==> src/rtl/pipe_stage_reg_pkg.sv <==
// Shared pipeline-stage definitions: stall-vector layout, bubble fill value and stage state codes.
package pipe_stage_reg_pkg;

   localparam int   STALL_W  = 6;
   localparam logic STOP     = 1'b1;
   localparam logic NOP_FILL = 1'b0;

   typedef enum logic [1:0] {
      ST_EMPTY = 2'b00,
      ST_VALID = 2'b01,
      ST_HELD  = 2'b10
   } stage_st_e;

   typedef enum logic [1:0] {
      ACT_FLUSH,
      ACT_CAPTURE,
      ACT_BUBBLE,
      ACT_HOLD
   } stage_act_e;

endpackage

==> src/rtl/pipe_stage_reg_sat_counter.sv <==
// Saturating up-counter with synchronous clear; clear wins over increment.
module sat_counter #(
   parameter int CW = 16
) (
   input  logic          clk,
   input  logic          rst,
   input  logic          inc,
   input  logic          clr,
   output logic [CW-1:0] cnt
);

   logic [CW-1:0] r_cnt;

   // NOTE: reset is sampled inside the clocked block, so it only acts on an edge.
   always_ff @(posedge clk) begin
      if (!rst) begin
         r_cnt <= '0;
      end else if (clr) begin
         r_cnt <= '0;
      end else if (inc && (r_cnt != '1)) begin
         r_cnt <= r_cnt + 1'b1;
      end
   end

   assign cnt = r_cnt;

endmodule

==> src/rtl/pipe_stage_reg.sv <==
// Generic pipeline stage register with flush, bubble/hold stall handling,
// multi-cycle carry forwarding and saturating performance counters.
module pipe_stage_reg
   import pipe_stage_reg_pkg::*;
#(
   parameter int              DW          = 64,
   parameter int              MW          = 66,
   parameter int              STAGE       = 3,
   parameter int              CW          = 16,
   parameter logic [DW-1:0]   NOP_PAYLOAD = {DW{NOP_FILL}}
) (
   input  logic               clk,
   input  logic               rst,
   input  logic [STALL_W-1:0] stall,
   input  logic               flush,
   input  logic               in_valid,
   input  logic [DW-1:0]      in_data,
   input  logic [MW-1:0]      mc_i,
   input  logic               clr_cnt,
   output logic               out_valid,
   output logic [DW-1:0]      out_data,
   output logic [MW-1:0]      mc_o,
   output logic [1:0]         st,
   output logic [CW-1:0]      bubble_cnt,
   output logic [CW-1:0]      stall_cnt
);

   logic          w_s;
   logic          w_d;
   logic          w_stall_unused;
   stage_act_e    w_act;

   logic          r_valid;
   logic [DW-1:0] r_data;
   logic [MW-1:0] r_mc;
   stage_st_e     r_st;

   assign w_s            = (stall[STAGE]   == STOP);
   assign w_d            = (stall[STAGE+1] == STOP);
   assign w_stall_unused = ^stall;

   always_comb begin
      w_act = ACT_HOLD;
      if (flush) begin
         w_act = ACT_FLUSH;
      end else if (!w_s) begin
         w_act = ACT_CAPTURE;
      end else if (!w_d) begin
         w_act = ACT_BUBBLE;
      end
   end

   always_ff @(posedge clk) begin
      if (!rst) begin
         r_valid <= 1'b0;
         r_data  <= NOP_PAYLOAD;
         r_mc    <= '0;
         r_st    <= ST_EMPTY;
      end else begin
         unique case (w_act)
            ACT_FLUSH: begin
               r_valid <= 1'b0;
               r_data  <= NOP_PAYLOAD;
               r_mc    <= '0;
               r_st    <= ST_EMPTY;
            end
            ACT_CAPTURE: begin
               r_valid <= in_valid;
               r_data  <= in_valid ? in_data : NOP_PAYLOAD;
               r_mc    <= '0;
               r_st    <= in_valid ? ST_VALID : ST_EMPTY;
            end
            ACT_BUBBLE: begin
               r_valid <= 1'b0;
               r_data  <= NOP_PAYLOAD;
               r_mc    <= mc_i;
               r_st    <= ST_EMPTY;
            end
            default: begin
               // Downstream is stalled too: keep the payload, keep forwarding the carry.
               r_mc    <= mc_i;
               r_st    <= r_valid ? ST_HELD : ST_EMPTY;
            end
         endcase
      end
   end

   sat_counter #(.CW(CW)) u_bubble_cnt (
      .clk (clk),
      .rst (rst),
      .inc (w_act == ACT_BUBBLE),
      .clr (clr_cnt),
      .cnt (bubble_cnt)
   );

   sat_counter #(.CW(CW)) u_stall_cnt (
      .clk (clk),
      .rst (rst),
      .inc (w_s),
      .clr (clr_cnt),
      .cnt (stall_cnt)
   );

   assign out_valid = r_valid;
   assign out_data  = r_data;
   assign mc_o      = r_mc;
   assign st        = r_st;

endmodule
==> config.mk <==
export PLATFORM = sky130hd
export DESIGN_NAME = pipe_stage_reg
export DESIGN_NICKNAME = d
export VERILOG_FILES = /design/src/rtl/pipe_stage_reg_pkg.sv /design/src/rtl/pipe_stage_reg_sat_counter.sv /design/src/rtl/pipe_stage_reg.sv
export SDC_FILE = /design/constraint.sdc
export NUM_CORES = 1
export LEC_CHECK = 0
export CAP_MARGIN = 0
export CORE_MARGIN = 2
export CORE_UTILIZATION = 30
export CTS_BUF_LIST = sky130_fd_sc_hd__clkbuf_2 sky130_fd_sc_hd__clkbuf_4 sky130_fd_sc_hd__clkbuf_8
export CTS_CLUSTER_SIZE = 30
export DETAILED_ROUTE_END_ITERATION = 8
export MAX_ROUTING_LAYER = met4
export PLACE_DENSITY = 0.7
export RECOVER_POWER = 100
export SETUP_SLACK_MARGIN = 0.1
export SLEW_MARGIN = 20
export SYNTH_ARGS = -nofsm -noshare
export SYNTH_HDL_FRONTEND = slang
export SYNTH_SLANG_ARGS = --single-unit
==> constraint.sdc <==
create_clock -name clk -period 1.8 [get_ports clk]
set_input_delay 0.54 -clock clk [delete_from_list [all_inputs] [get_ports clk]]
set_output_delay 0.54 -clock clk [all_outputs]
set_load 0.005 [all_outputs]
==> impl_metrics.yaml, run 1 <==
global_routing:
  grt_usage_pct: 17.8
  overflow: 0
  grt_pass1_vias: 5179
  grt_pass1_wl_um: 26900
  grt_max_degree: 67
  grt_antenna_before_repair: 0
synth:
  ys_async_sr_fraction_pct: 0
  synth_nets: 628
  seq_area_frac_synth_pct: 59.7
  postSynthCellCount: 485
  synth.avg_cell_area_um2: 11.4
  synth_edf_count: 0
  yosys_warnings: 0
  synth-seq-cells: 165
  synth_ff_type: "dfxtp_1"
  yosys.cell_types.count: 57
  syn_area_um2: 5530
layout:
  nets: 991
  n_fill_cell: 1697
  final_util_pct: 52.5
  drive_above_1_share_pct: 17.2
  num_antenna_cells: 0
  syn_to_final_growth_pct: 71.1
  multiInputGateArea_um2: 2150
  seq_area_um2: 3340
worst_setup_path:
  cp_cell_sequence: "dlygate4sd2_1"
  regToRegEndpoint: "u_bubble_cnt.cnt[14]"
  slowest_stage: "dfxtp_1"
  cp_max_fo: 5
  max_stage_delay_ns: 0.45
  crit_buf_inv: 1
  arrival_ns: 1.17
  required_ns: 1.26
  worstReg2RegStart: "u_bubble_cnt.cnt[0]"
  critPathKind: "reg2out"
  cp-end-kind: "output pin"
  cp-start-kind: "flop"
  rrSetupSlack_ns: 0.09
  reg2reg_depth: 5
  cpLargestDelayFamily: "flip-flops"
sta:
  hold_viol_final: 0
  setup_viol: 0
  min_period_over_period_pct: 95.1
  max_freq_mhz: 584
  tightestPinTransition_ns: 0.483
  finalMaxSlewViolations: 0
  maxSlewHeadroom_pct: 67.8
  rsz0062_at_grt: "true"
  setup_tns_ns: 0
  fin_skew_ns: 0.0138
  period_minus_slack_ns: 1.71
  postLayoutSetupSlackWorst_ns: 0.0885
floorplanning:
  die_h_um: 140
  dieArea_um2: 19500
  die_x_um: 140
  ios: 306
  start_util_pct: 30.7
  fp.coreArea_um2: 18000
  fp-row-count: 49
detailed_routing:
  wl_um: 17300
  first_pass_iters: 4
  vias_per_cell: 4.75
  drt-initial-drc-count: 204
  vias: 5173
  post_drt_wl_per_cell_um: 15.9
  drc: 0
  ant_nets: 0
hold_path:
  hold_end: "out_data[50]"
  hp-start: "out_data[50]"
  worstHoldPathCells: 1
  hp-class: "reg2reg"
status:
  outcome: "finished clean"
placed_design:
  portBuffers: 301
  pre_cts_ws_ns: -0.504
  place_congestion: 0.820
  hpwl_um: 12300
cts:
  clockRootBuffer: "clkbuf_8"
  clk_pin_slew_ns: 0.08
  h-tree-depth: 4
  clockBufferDepth: 2
  clkSinkCount: 165
  cts_tree: "yes"
  cts.hold.buffers_added: 0
  cts_made_buffers: 17
  clock_latency_ns: 0.44
power:
  p_per_area_nw_per_um2: 712
  p_total_mw: 6.74
  peakVddDrop_uv: 540
  leakage_nw: 4.48
job:
  drv_cap: 0
==> synthesized netlist by cell type (all sizes together) (3+ instances only) <==
library cell,instances,area [µm²]
nor4,4,52.6
buf,15,81.3
inv,5,18.8
nor2,12,45.0
or4,10,78.8
and2,70,440
nor3,4,20.0
nand4,10,105
a41o,4,40.0
and4,3,27.5
nand2,14,52.6
dfxtp,165,3300
o21ai,10,50.1
a21oi,20,100
and3,4,27.5
o31ai,7,52.6
o41ai,3,26.3
or3,7,45.1
a22o,64,561
nand3,8,40.0
clkbuf,13,68.8
a31oi,6,37.5
==> flip-flops by register name (all words and copies together) (netlist names) <==
register and count:
out_data 64, out_valid 1, st 2, mc_o 66
u_bubble_cnt.cnt 16, u_stall_cnt.cnt 16
==> cell families after synthesis <==
logic type,after synthesis,synth area share (%)
flops,165,59.7
simple gates,157,18.7
compound gates,125,17.6
buf+inv,33,3.05
xor+xnor,3,0.475
fa+ha+maj,2,0.452
==> routing by layer <==
metal,track usage [%],share of wire (%),vias to the layer above
met2,29.9,49,246
met3,5.82,8.4,25
met4,6.21,2.3,0
li1,-,-,2504
met5,-,0,-
met1,20.0,40,2398
==> worst reg2reg max path: stages (launching register included) <==
cell	delay (ns)
dfxtp_1	0.45
ha_1	0.24
and4bb_2	0.28
o311ai_2	0.15
or3_1	0.37
a21oi_1	0.15
==> report_power, final <==
group | internal [mW] | total [mW] | switching [mW]
sequential | 3.70 | 3.73 | 0.0234
clock | 1.01 | 2.45 | 1.44
combinational | 0.389 | 0.561 | 0.171
==> per-stage QoR <==
stage / hold slack [ns] / cell area, µm² / instances
after floorplan: 0.466 / 5530 / 485
after global placement: 0.456 / 8980 / 1021
after detailed placement: 0.456 / 8980 / 1021
after CTS: 0.470 / 9480 / 1080
after global routing: 0.491 / 9470 / 1089
final: 0.473 / 9470 / 1089
==> worst max path at each step <==
stage	end	cells past startpoint	slack [ns]	startpoint
2_1_floorplan	u_bubble_cnt.cnt[9]	5	0.08	stall[3]
3_3_place_gp	u_stall_cnt.cnt[15]	6	-0.45	stall[3]
3_5_place_dp	u_stall_cnt.cnt[15]	6	-0.50	stall[3]
4_1_cts	stall_cnt[1]	2	0.10	u_stall_cnt.cnt[1]
5_1_grt	u_bubble_cnt.cnt[11]	7	0.008	u_bubble_cnt.cnt[7]
6_report	bubble_cnt[0]	1	0.09	u_bubble_cnt.cnt[0]
==> layout make-up <==
cell class | instances | area share [%]
tap | 229 | 3.03
inverter | 5 | 0.198
sequential | 165 | 35.3
timing repair buffer | 370 | 35.0
clock buffer | 18 | 2.55
clock inverter | 13 | 1.26
multi-input combinational | 289 | 22.7
==> placed cells by master, fill, tap and decap left out, drive strengths merged, types with 2 or more instances in the layout <==
master	n
inv	11
nand3	8
o211ai	2
and4	3
ha	2
dlygate4sd2	164
a41o	4
nor3	4
and2	70
nand2b	2
a21oi	20
a211oi	2
nor4	5
a22o	64
or3	7
nor2	12
xor2	2
and3	4
o311ai	2
a311oi	2
o31ai	7
buf	65
dfxtp	165
o41ai	3
a31oi	6
clkdlybuf4s50	132
or4	10
o21ai	10
and3b	2
clkbuf	26
nand2	14
clkinv	6
nand4	11
==> repair_timing <==
| action | CTS | global route |
|---|---|---|
| gates cloned | 1 | 1 |
| buffers inserted | 27 | 8 |
| pin swaps | 3 | 7 |
| resized for setup | 255 | 15 |
| endpoints found under the setup margin | 179 | 24 |
Note: power is estimated with default switching activity, not from simulation.
==> run 2: changes to the inputs <==
PLACE_DENSITY = 0.68   (was 0.7)
TNS_END_PERCENT = 20   (was default)
clock period = 1.6 ns   (was 1.8 ns; I/O delays follow)
==> run 2 against run 1 <==
Compared with the run above: the run now ends with negative setup slack left; register-to-register slack lost 0.16 ns; cell area grew 6.6%; utilization grew 3.4 points; via count grew 7.1%; sequential power grew 13%; critical endpoint is now u_bubble_cnt.cnt[1].
==> impl_metrics.yaml, run 2 (synthesized netlist as in run 1, its figures left out) <==
floorplanning:
  start_util_pct: 30.7
  fp-row-count: 49
  die_h_um: 140
  dieArea_um2: 19500
  fp.coreArea_um2: 18000
  die_x_um: 140
  ios: 306
detailed_routing:
  wl_um: 19400
  post_drt_wl_per_cell_um: 16.7
  first_pass_iters: 4
  vias: 5539
  drc: 0
  ant_nets: 0
  vias_per_cell: 4.77
  drt-initial-drc-count: 187
layout:
  largest_reg_flops: 66
  nets: 1063
  final_common_cell: "clkdlybuf4s50_1"
  multiInputGateArea_um2: 2360
  final_util_pct: 56.0
  seq_area_um2: 3440
  drive_above_1_share_pct: 48.6
  final_cells: 1162
  syn_to_final_growth_pct: 82.4
  n_fill_cell: 1626
  stdcell_area_um2: 10100
  num_antenna_cells: 0
  layout_common_cells: "133 x clkdlybuf4s50_1, 92 x buf_4, 82 x dfxtp_2"
placed_design:
  pre_cts_ws_ns: -0.711
  hpwl_um: 12900
  place_area_um2: 9350
  portBuffers: 301
  place_congestion: 0.848
  dp.cells: 1062
cts:
  cts_made_buffers: 17
  cts_tree: "yes"
  clockBufferDepth: 2
  clock_latency_ns: 0.44
  clockRootBuffer: "clkbuf_8"
  clkSinkCount: 165
  clk_pin_slew_ns: 0.10
  h-tree-depth: 4
sta:
  setup_viol: 22
  rsz0062_at_grt: "true"
  maxSlewHeadroom_pct: 76.1
  period_minus_slack_ns: 1.67
  min_period_over_period_pct: 104
  tightestPinTransition_ns: 0.358
  fin_skew_ns: 0.0136
  whs_ns: 0.466
  finalMaxSlewViolations: 0
  hold_viol_final: 0
  setup_tns_ns: -0.647
  postLayoutSetupSlackWorst_ns: -0.0703
  max_freq_mhz: 599
power:
  p_total_mw: 7.80
  leakage_nw: 4.45
  p_per_area_nw_per_um2: 773
  peakVddDrop_uv: 802
status:
  outcome: "complete, but fails checks"
  failed_checks: "negative setup slack"
global_routing:
  overflow: 0
  grt_pass1_vias: 5488
  grt_usage_pct: 18.9
  grt_max_degree: 67
  grt_pass1_wl_um: 28600
  grt_antenna_before_repair: 0
worst_setup_path:
  arrival_ns: 1.99
  required_ns: 1.92
  critPathKind: "reg2reg"
  cp-end-kind: "flop"
  cp_max_fo: 4
  cp-start-kind: "flop"
hold_path:
  hp-class: "reg2reg"
job:
  drv_cap: 0
## run 2: path summary, 6_finish.rpt
| kind | from | to | slack (ns) | depth (start not counted) |
|---|---|---|---|---|
| setup / recovery | u_bubble_cnt.cnt[10] | u_bubble_cnt.cnt[1] | -0.07 | 6 |
| hold / removal | out_data[51] | out_data[51] | 0.47 | 1 |
| setup reg to reg | u_bubble_cnt.cnt[10] | u_bubble_cnt.cnt[1] | -0.07 | 6 |
| hold reg to reg | out_data[51] | out_data[51] | 0.47 | 1 |
## run 2: layer usage
metal | vias to the layer above | GRT usage, % | routed length, µm
met1 | 2606 | 21.0 | 7500
li1 | 2639 | - | -
met3 | 36 | 7.09 | 1690
met4 | 0 | 7.16 | 526
met5 | - | - | 0
met2 | 258 | 31.1 | 9720
## run 2: power by group
part | total [mW] | switching [mW] | internal (mW)
clock | 2.96 | 1.67 | 1.29
sequential | 4.20 | 0.0292 | 4.17
combinational | 0.639 | 0.202 | 0.437
total | 7.80 | 1.90 | 5.90
## run 2: final cells by class
class	instances	share of cell area (%)
repair buffers	444	35.8
flip-flops and latches	165	34.1
multi-input cells	287	23.4
well taps	229	2.84
clock buffers	18	2.39
clock inverters	14	1.38
inverters	5	0.211
## run 2: timing repair
action | CTS | global route
buffers inserted | 47 | 19
endpoints found under the setup margin | 327 | 228
pin swaps | 13 | 43
hold buffers | 0 | 0
resized for setup | 491 | 301
gates cloned | 1 | 1
## run 2: worst max-delay path, stage by stage, from the launching register on
cell,delay [ns]
dfxtp_2,0.34
buf_4,0.12
nand4_1,0.10
buf_6,0.15
or4_4,0.49
o211ai_1,0.23
a21oi_1,0.11
==> run 3: changes to the inputs <==
GPL_TIMING_DRIVEN = 0   (was default)
==> run 3 against run 2 <==
Compared with the run above: the flow still finishes with violations (negative setup slack); via count fell by 4.2%; sequential power hardly changed; sequential share of layout area grew 1.9 points; fmax is 1.6% higher; critical path depth down 1; first-iteration DRC count grew 48%; critical endpoint is now u_stall_cnt.cnt[8]; largest cell class is now sequential cells; largest power group unchanged.
==> impl_metrics.yaml, run 3 (synthesized netlist as in run 1, its figures left out) <==
status:
  outcome: "complete, but fails checks"
  failed_checks: "negative setup slack"
sta:
  rsz0062_at_grt: "true"
  tightestPinTransition_ns: 0.508
  setup_tns_ns: -0.117
  max_freq_mhz: 608
  setup_viol: 9
  period_minus_slack_ns: 1.64
  postLayoutSetupSlackWorst_ns: -0.0445
  hold_viol_final: 0
  min_period_over_period_pct: 103
  finalMaxSlewViolations: 0
  fin_skew_ns: 0.0178
  maxSlewHeadroom_pct: 66.2
worst_setup_path:
  cp-end-kind: "flop"
  cp-start-kind: "flop"
  critPathKind: "reg2reg"
  required_ns: 1.98
  arrival_ns: 2.02
  rrSetupSlack_ns: -0.04
  cp_max_fo: 9
cts:
  clock_latency_ns: 0.44
  clk_pin_slew_ns: 0.10
  clockRootBuffer: "clkbuf_8"
  cts_made_buffers: 17
  h-tree-depth: 4
  clkSinkCount: 165
  cts_tree: "yes"
  clockBufferDepth: 2
global_routing:
  grt_pass1_vias: 5067
  grt_usage_pct: 18.5
  grt_max_degree: 17
  grt_pass1_wl_um: 27600
  overflow: 0
  grt_antenna_before_repair: 0
placed_design:
  place_congestion: 0.790
  place_area_um2: 8840
  portBuffers: 300
  dp.cells: 1014
  hpwl_um: 12700
layout:
  final_cells: 1117
  stdcell_area_um2: 9330
  drive_above_1_share_pct: 32.4
  multiInputGateArea_um2: 2320
  nets: 1018
  num_antenna_cells: 0
  final_util_pct: 51.7
  n_fill_cell: 1734
  final_common_cell: "dfxtp_1"
  seq_area_um2: 3360
  layout_common_cells: "147 x dfxtp_1, 132 x clkdlybuf4s50_1, 72 x clkbuf_2"
  syn_to_final_growth_pct: 68.6
  largest_reg_flops: 66
detailed_routing:
  drc: 0
  vias_per_cell: 4.75
  vias: 5304
  first_pass_iters: 4
  ant_nets: 0
  drt-initial-drc-count: 276
  post_drt_wl_per_cell_um: 16.8
  wl_um: 18700
job:
  drv_cap: 0
floorplanning:
  fp.coreArea_um2: 18000
  die_h_um: 140
  die_x_um: 140
  start_util_pct: 30.7
  ios: 306
  fp-row-count: 49
  dieArea_um2: 19500
hold_path:
  hp-class: "in2reg"
power:
  combPwrFrac_pct: 8.1
  internal_power_mw: 5.74
  power.share.sequential_pct: 55.1
  leakage_nw: 3.98
  p_total_mw: 7.60
  netSwitchingPower_mw: 1.87
  netSwitchingFraction_pct: 24.6
  peakVddDrop_uv: 603
  p_per_area_nw_per_um2: 815
  p_clk_share_pct: 36.8
[run 3: changes by cell type in the layout (fill, tap and decap cells not counted), sizes merged, moves of 2 or more]
cell           delta
clkinv            +2
buf              -95
clkdlybuf4s25     +2
dlygate4sd2       +7
clkbuf           +46
clkdlybuf4s15     -4
inv               -3
[run 3: path summary, 6_finish.rpt]
| path | startpoint | endpoint | cells past startpoint |
|---|---|---|---|
| hold / removal | stall[3] | u_stall_cnt.cnt[1] | 3 |
| hold reg to reg | out_data[40] | out_data[40] | 1 |
| setup / recovery | u_stall_cnt.cnt[0] | u_stall_cnt.cnt[8] | 5 |
| setup reg to reg | u_stall_cnt.cnt[0] | u_stall_cnt.cnt[8] | 5 |
[run 3: timing repair]
item	CTS	global route
endpoints found under the hold margin	0	0
hold buffers	0	0
gates resized for setup	476	263
setup buffers	43	24
pin swaps	25	30
endpoints found under the setup margin	306	220
cloned	1	3
[run 3: routing by layer]
layer  track usage (%)  part of all wire (%)  routed length (µm)
met5                 -                     0                   0
met4              6.00                   1.8                 338
met3              6.06                   8.3                1550
met2              30.6                    50                9340
met1              21.3                    40                7490
[run 3: metrics by stage]
stage               hold WS (ns)  setup WS (ns)
floorplan                  0.466        -0.0553
CTS                        0.307       -0.00938
global placement           0.455         -0.933
detailed placement         0.454         -0.891
global route               0.300         -0.108
finish                     0.333        -0.0445
[run 3: worst max-delay path, cell delays in order, from the launching register on]
cell and delay [ns]:
dfxtp_4 0.40, ha_4 0.19, nand2_4 0.10, or3_1 0.38
or4_1 0.42, nand2_1 0.08
[run 3: area by class of cell]
cell class,instances,share of cell area [%]
Sequential cell,165,36.0
Clock inverter,13,1.29
Buffer,28,2.15
Timing Repair Buffer,370,29.7
Clock buffer,19,2.67
Inverter,5,0.201
Tap cell,229,3.07
Multi-Input combinational cell,288,24.9
[run 3: power by group through the flow]
stage                     Sequential [mW]  Clock, mW  Combinational, mW
after floorplan                      4.32          0              0.135
after global placement               4.31          0              0.677
after detailed placement             4.31          0              0.678
after CTS                            4.18       2.90              0.650
after global routing                 4.20       3.11              0.664
final                                4.19       2.80              0.613
